### src/rtl/sevenseg_driver.sv
// sevenseg_driver: scans a 4-digit common-anode seven-segment display from a
// 16-bit hex value. New values are captured into a shadow set on load and
// moved to the display set only at a frame boundary, so a frame never tears.
// A short guard at the start of every digit dwell keeps all anodes off while
// the cathodes change, which prevents ghosting between neighbouring digits.
module sevenseg_driver #(
  parameter int REFRESH_BITS = 16,
  parameter int GUARD        = 4,
  parameter int BLINK_BITS   = 24
) (
  input  logic        CLK,
  input  logic        rst,
  input  logic        load,
  input  logic [15:0] data_in,
  input  logic [3:0]  dp_in,
  input  logic [3:0]  blank_in,
  input  logic [3:0]  blink_in,
  output logic        pending,
  output logic [3:0]  an,
  output logic [6:0]  seg,
  output logic        dp
);

  typedef struct packed {
    logic [15:0] data;
    logic [3:0]  dp;
    logic [3:0]  blank;
    logic [3:0]  blink;
  } digit_set_t;

  localparam logic [REFRESH_BITS-1:0] GUARD_CNT = REFRESH_BITS'(GUARD);

  digit_set_t              shadow_q, display_q;
  logic                    pending_q;
  logic [REFRESH_BITS-1:0] rcnt_q;
  logic [1:0]              idx_q;
  logic [BLINK_BITS-1:0]   bcnt_q;
  logic [3:0]              an_q, an_d;
  logic [6:0]              seg_q, seg_d;
  logic                    dp_q, dp_d;

  logic                    dwell_end;
  logic                    frame_end;
  logic                    dark;
  logic [3:0]              nibble;
  digit_set_t              load_set;

  assign dwell_end = &rcnt_q;
  assign frame_end = dwell_end && (idx_q == 2'd3);
  assign load_set  = '{data: data_in, dp: dp_in, blank: blank_in, blink: blink_in};

  // Next output values for the digit currently selected by idx_q.
  always_comb begin
    // NOTE: every signal gets a default before any branch so no latch is inferred.
    seg_d  = 7'h7F;
    nibble = display_q.data[{idx_q, 2'b00} +: 4];
    dark   = (rcnt_q < GUARD_CNT)
          || display_q.blank[idx_q]
          || (display_q.blink[idx_q] && bcnt_q[BLINK_BITS-1]);

    unique case (nibble)
      4'h0: seg_d = 7'b1000000;
      4'h1: seg_d = 7'b1111001;
      4'h2: seg_d = 7'b0100100;
      4'h3: seg_d = 7'b0110000;
      4'h4: seg_d = 7'b0011001;
      4'h5: seg_d = 7'b0010010;
      4'h6: seg_d = 7'b0000010;
      4'h7: seg_d = 7'b1111000;
      4'h8: seg_d = 7'b0000000;
      4'h9: seg_d = 7'b0010000;
      4'hA: seg_d = 7'b0001000;
      4'hB: seg_d = 7'b0000011;
      4'hC: seg_d = 7'b1000110;
      4'hD: seg_d = 7'b0100001;
      4'hE: seg_d = 7'b0000110;
      4'hF: seg_d = 7'b0001110;
      default: seg_d = 7'h7F;
    endcase

    an_d = ~(4'b0001 << idx_q);
    dp_d = ~display_q.dp[idx_q];
    if (dark) begin
      an_d  = 4'b1111;
      seg_d = 7'h7F;
      dp_d  = 1'b1;
    end
  end

  // Scan counters, shadow/display transfer and registered pin outputs.
  always_ff @(posedge CLK) begin
    if (rst) begin
      shadow_q  <= '0;
      display_q <= '0;
      pending_q <= 1'b0;
      rcnt_q    <= '0;
      idx_q     <= 2'd0;
      bcnt_q    <= '0;
      an_q      <= 4'b1111;
      seg_q     <= 7'h7F;
      dp_q      <= 1'b1;
    end else begin
      rcnt_q <= rcnt_q + REFRESH_BITS'(1);
      bcnt_q <= bcnt_q + BLINK_BITS'(1);
      if (dwell_end) idx_q <= idx_q + 2'd1;

      // NOTE: non-blocking assignment makes display_q take the pre-load
      // shadow when a load lands on the same edge as the frame boundary.
      if (frame_end) display_q <= shadow_q;
      if (load) begin
        shadow_q  <= load_set;
        pending_q <= 1'b1;
      end else if (frame_end) begin
        pending_q <= 1'b0;
      end

      an_q  <= an_d;
      seg_q <= seg_d;
      dp_q  <= dp_d;
    end
  end

  assign pending = pending_q;
  assign an      = an_q;
  assign seg     = seg_q;
  assign dp      = dp_q;

endmodule

### config.mk
export PLATFORM = sky130hd
export DESIGN_NAME = sevenseg_driver
export DESIGN_NICKNAME = d
export VERILOG_FILES = /design/src/rtl/sevenseg_driver.sv
export SDC_FILE = /design/constraint.sdc
export NUM_CORES = 1
export LEC_CHECK = 0
export CAP_MARGIN = 5
export CORE_ASPECT_RATIO = 1.25
export CORE_MARGIN = 1.5
export CORE_UTILIZATION = 39
export DETAILED_ROUTE_END_ITERATION = 8
export PLACE_DENSITY_LB_ADDON = 0.3
export SETUP_SLACK_MARGIN = 0.4
export SLEW_MARGIN = 20
export SYNTH_ARGS = -nofsm -noshare
export SYNTH_HDL_FRONTEND = slang
export SYNTH_SLANG_ARGS = --single-unit
### constraint.sdc
create_clock -name CLK -period 2.3 [get_ports CLK]
set_clock_uncertainty 0.05 [all_clocks]
set_input_delay 0.23 -clock CLK [delete_from_list [all_inputs] [get_ports CLK]]
set_output_delay 0.23 -clock CLK [all_outputs]
set_load 0.05 [all_outputs]
==> run summary, run 1 <==
The run gives 0 as the total count of max-transition violations in the final report. The flow ran to the end, and the final reports show no timing, DRC or antenna violations. Synthesis produced 530 cells. The aggregate negative setup slack was 0 ns; the synthesis warning total was 0. Initial DRC count: 164.

The worst setup path category was flip-flop to output port. The clock period minus final worst setup slack came out at 1.83 ns. The cell count after placement is 705, and the signed area change from the synthesized netlist to the final layout is 18.3%.

The total power per unit cell area was 621 mW/mm^2. The share of final-layout standard cells stronger than drive strength 1 was 0.108; the final count of hold timing violations was 0. The tools report the worst reg2reg path startpoint as idx_q[1]. The routed design has 9930 um of wire. Largest net degree at the start of global routing: 38.

Starting density of the core: 0.401. The global routing usage summed across all routing layers came out at 0.154. The tightest min-delay check is of the input port to flip-flop type.

Setup repair after global routing could not meet its margin everywhere. The signal on the critical path passes through clkdlybuf4s50_1. For the final non-filler cell total, the log shows 730. For the pin with the worst max-slew slack, the measured transition is 0.610 ns. The per-cell via count in the routed design is 5.31. The cell sitting at the root of the clock tree is a clkbuf_16.

The per-cell routed wire length is 13.6 um, and the total setup violations reported at the end of the flow is 0. The number of antenna violations at the first check in global routing was 0; the worst IR drop on VDD was 0.289 mV. The DRC violations left was 0; the post-synthesis instance area was 0.00487 sq mm.

For the row count, the log shows 45. For this run, the detailed router's first-pass iteration total came to 4. The met1 track demand over resource is 0.185. The cell leakage power was 2.02 nW; the worst slew margin relative to its limit was 0.593. Across the run, the number of max-cap violations was 0.

The fmax came out at 547 MHz. Summed over all layers, the global routing overflow is 0. Fill cells in the final layout number 1181.

For the area of the placeable core, the log shows 0.0122 sq mm. The tools report the setup slack at placement as 0.284 ns. The period utilization was 0.795. Of all nets on the critical path, the largest fanout is 2. Start point of the critical path: pending.

The clock sink count was 111; the wire length of the first global-routing pass was 16300 um. The run gives 3876 as the via count. Cell class contributing the biggest share of worst-path delay: buffers and inverters. After synthesis, the netlist uses 49 different library cells. TritonCTS built the clock tree. The critical path buffer and inverter count works out to 1. The share of flip-flops with an asynchronous set or reset is 0. In this run the count of I/O pins placed on the die edge is 44. The HPWL after detailed placement is 6610 um.

The logs give 0.472 ns for the post-layout worst setup margin and 3529 for the via count of the first global-routing pass. The count of nets left with antenna violations once routing finished came out at 0. The congestion estimate from routability-driven global placement came to 0.753. During placement, the flow inserted port buffers numbering 43. The worst stage delay on the critical path was 0.83 ns; the die height was 128 um. The maximum buffer depth of the clock tree is 2. The H-tree depth is 3.

The worst setup path is captured at an output port. Buffers inserted during clock tree synthesis total 9. The standard cell area after detailed placement is 0.00540 sq mm, and the clock-pin slew of the registers on the worst-case setup and hold paths is 0.06 ns. Slowest cell on the critical path: clkdlybuf4s50_1. The width of the die came out at 103 um. The tools report the worst endpoint data arrival time as 1.55 ns. STA classifies the critical path startpoint as a flip-flop.

On the final layout, the worst hold slack is 0.334 ns. For this run, the leading register cell type out of synthesis is dfxtp_1. The run gives 0.262 as the global-route met2 utilization.

The tools report the launch point of the worst hold path as rst. Worst path required time: 2.02 ns. The met3 layer usage reported by global route was 0.0387; the post-layout net count was 605. For the area enclosed by the die boundary, the log shows 0.0132 sq mm.

The proportion of synthesized chip area in sequential cells is 0.456, and the number of enable flip-flop cells after synthesis is 0. Clock latency of the later-clocked register in the worst-skew pair: 0.34 ns. The number of register bits inferred by synthesis came out at 111.

0 antenna diodes ended up in the layout. Dividing the synthesized area by the synthesized cell count gives 9.19 sq um. The finished cells cover 0.00576 sq mm. When the netlist entered floorplanning its net count stood at 573.

met2 is the most crowded layer.
==> cell families (layout without fill, tap and decap cells) <==
logic type | Yosys count | in the layout | share of synthesized area
adder cells (fa/ha/maj) | 12 | 12 | 0.0308
flip-flops | 111 | 111 | 0.456
multiplexers | 40 | 40 | 0.0968
buffers and inverters | 51 | 87 | 0.0439
XOR/XNOR | 19 | 19 | 0.0342
AO/OA/AOI/OAI | 98 | 98 | 0.126
AND/OR/NAND/NOR | 199 | 199 | 0.212
==> cell usage in the layout, fill, tap and decap left out, types with 2 or more instances in the layout <==
master | Yosys | layout
dfxtp_1 | 111 | 110
nor2_1 | 62 | 61
a21oi_1 | 43 | 43
clkdlybuf4s50_1 | 0 | 41
nand4_1 | 36 | 36
o31ai_1 | 33 | 33
mux2i_1 | 28 | 28
nand3_1 | 24 | 24
nand2_1 | 24 | 24
buf_4 | 1 | 18
ha_1 | 12 | 11
o21ai_0 | 10 | 10
xnor2_1 | 10 | 10
nor2b_1 | 10 | 10
xor2_1 | 9 | 9
clkbuf_16 | 0 | 9
mux2_2 | 7 | 7
inv_1 | 9 | 6
or3_1 | 6 | 6
nor3_1 | 6 | 6
nor4_1 | 7 | 6
mux4_2 | 5 | 5
and4_1 | 4 | 4
or4_1 | 4 | 4
clkbuf_1 | 28 | 4
and3_1 | 3 | 3
inv_2 | 0 | 2
clkinvlp_4 | 0 | 2
or2_4 | 0 | 2
nand2b_1 | 2 | 2
a211oi_1 | 2 | 2
o311ai_1 | 2 | 2
o211ai_1 | 2 | 2
buf_2 | 7 | 2
==> final timing paths <==
path	endpoint	cells after the start	slack, ns
max	pending	1	0.47
min	bcnt_q[8]	2	0.33
max reg2reg	display_q[0]	5	0.49
min reg2reg	bcnt_q[0]	1	0.39
==> cell usage after synthesis, drive strengths merged, types with 2 or more instances <==
cell type	n	area, sq um
dfxtp	111	2220
nor2	62	233
a21oi	43	215
nand4	37	238
o31ai	33	248
clkbuf	30	115
mux2i	28	280
nand2	24	90.1
nand3	24	120
buf	12	65.1
ha	12	150
o21ai	11	55.1
nor2b	10	62.6
xnor2	10	87.6
inv	9	33.8
xor2	9	78.8
nor4	8	56.3
mux2	7	78.8
or3	7	45.1
nor3	6	30.0
and4	5	45.0
mux4	5	113
and3	4	26.3
or4	4	30.0
a211oi	2	15.0
nand2b	2	12.5
o211ai	2	15.0
o311ai	2	17.5
or2	2	12.5
==> cell type report <==
cell class	instances	area, sq um	area share
well taps	164	205	0.0356
repair buffers	62	567	0.0984
repair inverters	1	7.51	0.00130
clock inverters	1	5.00	0.000869
multi-input cells	368	2460	0.427
inverters	9	37.5	0.00651
flip-flops and latches	111	2230	0.386
clock buffers	14	254	0.0441
==> worst reg2reg max path: stages, from the launching register on <==
cell	delay [ns]
dfxtp_1	0.40
buf_4	0.20
ha_1	0.30
clkinvlp_4	0.32
o31ai_1	0.32
a21oi_1	0.10
==> state kept, by name, indices dropped and copies added (netlist names) <==
name and cells:
an 4, bcnt_q 24, display_q 28, dp 1, idx_q 2, pending 1
rcnt_q 16, seg 7, shadow_q 28
==> metrics by stage <==
| step | total power, mW | util |
|---|---|---|
| global placement | 2.24 | 0.444 |
| finish | 3.58 | 0.474 |
| CTS | 3.63 | 0.467 |
| detailed placement | 2.24 | 0.444 |
| floorplan | 2.15 | - |
| global route | 3.72 | 0.474 |
==> report_power, final <==
group          leakage [nW]  switching (mW)  internal, mW  total, mW
Combinational         0.989           0.102        0.0999      0.202
Sequential            0.903          0.0255          1.96       1.99
Clock                 0.127           0.630         0.758       1.39
==> routing by layer <==
metal / vias to the layer above / part of all wire
met4: 0 / 0.022
li1: 1976 / -
met5: - / 0
met3: 14 / 0.038
met2: 67 / 0.50
met1: 1819 / 0.44
==> timing repair <==
item | in CTS | in global routing
cloned | 0 | 1
resized for setup | 2 | 9
buffers inserted | 3 | 6
setup endpoints to repair | 5 | 37
hold buffers | 0 | 0
No activity file was read; power rests on OpenSTA's default activity.
==> inputs of run 2 (changes only) <==
clock period = 1.6 ns   (was 2.3 ns; I/O delays follow)
==> run 2 against run 1 <==
  * Worst setup slack got worse by 0.85 ns
  * Sequential share of layout area decreased by 11 points
  * First-iteration DRC count up 96%
  * Highest routed layer unchanged
  * Global-route usage rose by 8.1 points
  * The flow now finishes with violations (negative setup slack)
  * Clock power grew 68%
  * Critical path type is now flip-flop to flip-flop
==> run summary, run 2 (synthesized netlist as in run 1, its figures left out) <==
The flow ran to the end, but the final reports show violations. The final reports fail on negative setup slack. After detailed routing, the number of remaining DRC violations is 0. Worst setup path category: flip-flop to flip-flop. The area of the placeable core was 0.0122 sq mm. Leaving out fill and tap cells, the most frequent cell in the layout is dfxtp_1. The logs give 0.0425 for the met3 layer usage reported by global route and 844 for the final non-filler cell total. Max-cap violations in this run came to 0.

The standard cell area after detailed placement was 0.00597 sq mm; the overflow left after global routing was 0. STA classifies the critical path startpoint as a flip-flop. The first global-routing pass estimated 23800 um of wire. The period utilization works out to 1.24. The via count of the first global-routing pass was 4733. Across the VDD grid, the largest voltage drop is 0.524 mV.

The maximum fanout along the worst path was 6. After detailed routing, the number of vias per cell comes to 5.95. The worst register-to-register path has a depth of 8. In this run, placement finished with an instance count of 750.

The clock-pin slew of the registers on the worst-case setup and hold paths was 0.09 ns; the worst slew margin relative to its limit was 0.571. Setup violations remaining at the end of the flow were counted as 45. For this block, the initial DRC count from the detailed router was 321. The number of antenna diodes came out at 0. The capturing element type of the critical path was a flip-flop. The global-route met2 utilization is 0.414, and the clock period minus final worst setup slack is 1.98 ns. After floorplanning, the core was divided into 45 placement rows. For this block, the routed nets add up to 18400 um of wire.

Once layout is done, the placed cells without fillers occupy 0.00819 sq mm. The cell depth of the worst hold path works out to 4. The per-cell routed wire length was 21.8 um; the area enclosed by the die boundary was 0.0132 sq mm. The final route contains 5020 vias. After routing, the total negative slack on setup checks comes to -9.48 ns.

The worst reg2reg path startpoint is idx_q[0]. The worst hold path terminates at pending. The tools report the endpoint of the worst register-to-register path as seg[5]. The run gives 7590 um as the placed wire-length estimate after detailed placement.

The tree is rooted in a clkbuf_16. The share of final-layout standard cells stronger than drive strength 1 is 0.488, and the number of buffer cells added on primary ports is 43. The run gives 0 as the count of hold buffers inserted by post-cts repair. At the end of routability-driven placement, the weighted congestion stood at 0.783. The number of antenna violations at the first check in global routing was 0; the post-layout worst setup margin was -0.379 ns. The starting density of the core was 0.401; the slew at the pin with the worst max-slew slack was 0.643 ns. The logs give 9 for the TritonCTS buffer count and 38 for the largest net degree at the start of global routing. The peak-usage layer in the global routing report is met2.

The width of the die was 103 um. The post-layout net count is 718, and the die height is 128 um. The min-delay analysis places its worst path in the category input port to flip-flop. In the layout the commonest cells are 81 x dfxtp_1, 74 x buf_4, 60 x nor2_1. The logs give 2.17 ns for the worst endpoint data arrival time and 811 for the layout filler cell count. The launch point of the worst hold path was load. TritonCTS built the clock tree. The clock drives 111 sinks. The logs give 3 for the H-tree depth and 0.37 ns for the clock latency of the later-clocked register in the worst-skew pair. The number of iterations in the first detailed-routing pass was 5; the final count of hold timing violations was 0. In this run the worst setup path begins at idx_q[0]. The logs give 0.262 for the met1 track demand over resource and -0.38 ns for the setup slack of the worst register-to-register path.

Setup repair after global routing could not meet its margin everywhere. In this run the count of I/O pins placed on the die edge is 44. The largest registers in the layout are display_q: 28 flops, shadow_q: 28 flops, bcnt_q: 24 flops. The total count of max-transition violations in the final report is 0, and the final antenna-violating net count is 0. Derived from the worst setup path, the maximum achievable clock frequency is 505 MHz. From synthesis to final layout, the design area changed by 68.2%.

The tools report the setup slack at placement as -0.183 ns. The tools report the cell leakage power as 3.03 nW. At the worst endpoint, the required time is 1.79 ns.

No sink is reached through more buffers than the 2 on the longest clock path. The global routing usage summed across all routing layers was 0.235; the total power per unit cell area was 682 mW/mm^2.
run 2: timing repair:
action | CTS | global route
gates cloned | 15 | 5
setup endpoints to repair | 69 | 74
gates resized for setup | 140 | 99
pin swaps | 58 | 72
buffers inserted | 36 | 22
run 2: layout make-up:
cell class | count | area (sq um) | area share
clock buffers | 9 | 225 | 0.0275
clock inverters | 7 | 73.8 | 0.00901
inverters | 9 | 46.3 | 0.00565
multi-input cells | 373 | 3450 | 0.421
flip-flops and latches | 111 | 2280 | 0.279
well taps | 164 | 205 | 0.0250
repair buffers | 171 | 1910 | 0.234
run 2: worst max-delay path by stage:
stage | end | depth (start not counted)
global placement | seg[4] | 5
detailed placement | seg[4] | 5
finish | seg[5] | 8
global route | seg[0] | 8
floorplan | seg[4] | 6
CTS | seg[4] | 5
run 2: per-layer routing:
metal  part of all wire  up-vias
li1                   -     2219
met1               0.35     2467
met2               0.51      232
met3              0.061      102
met4              0.079        0
met5                  0        -
run 2: report_power, final:
group / internal (mW) / switching (mW)
registers: 2.81 / 0.0454
clock network: 1.22 / 1.12
logic: 0.191 / 0.194
run 2: stage by stage:
| step | util | total power [mW] | hold slack (ns) |
|---|---|---|---|
| final | 0.674 | 5.58 | 0.240 |
| after global routing | 0.674 | 5.74 | 0.236 |
| after CTS | 0.612 | 5.53 | 0.223 |
| after detailed placement | 0.491 | 3.24 | 0.353 |
| after global placement | 0.491 | 3.23 | 0.346 |
| after floorplan | - | 3.10 | 0.225 |
run 2: critical path, stage by stage, from the launching register on:
cell and delay, ns:
dfxtp_4 0.36, buf_6 0.12, buf_6 0.13, a211oi_4 0.32
a311oi_2 0.08, a2111oi_2 0.35, buf_4 0.21, buf_6 0.14
o311ai_1 0.10
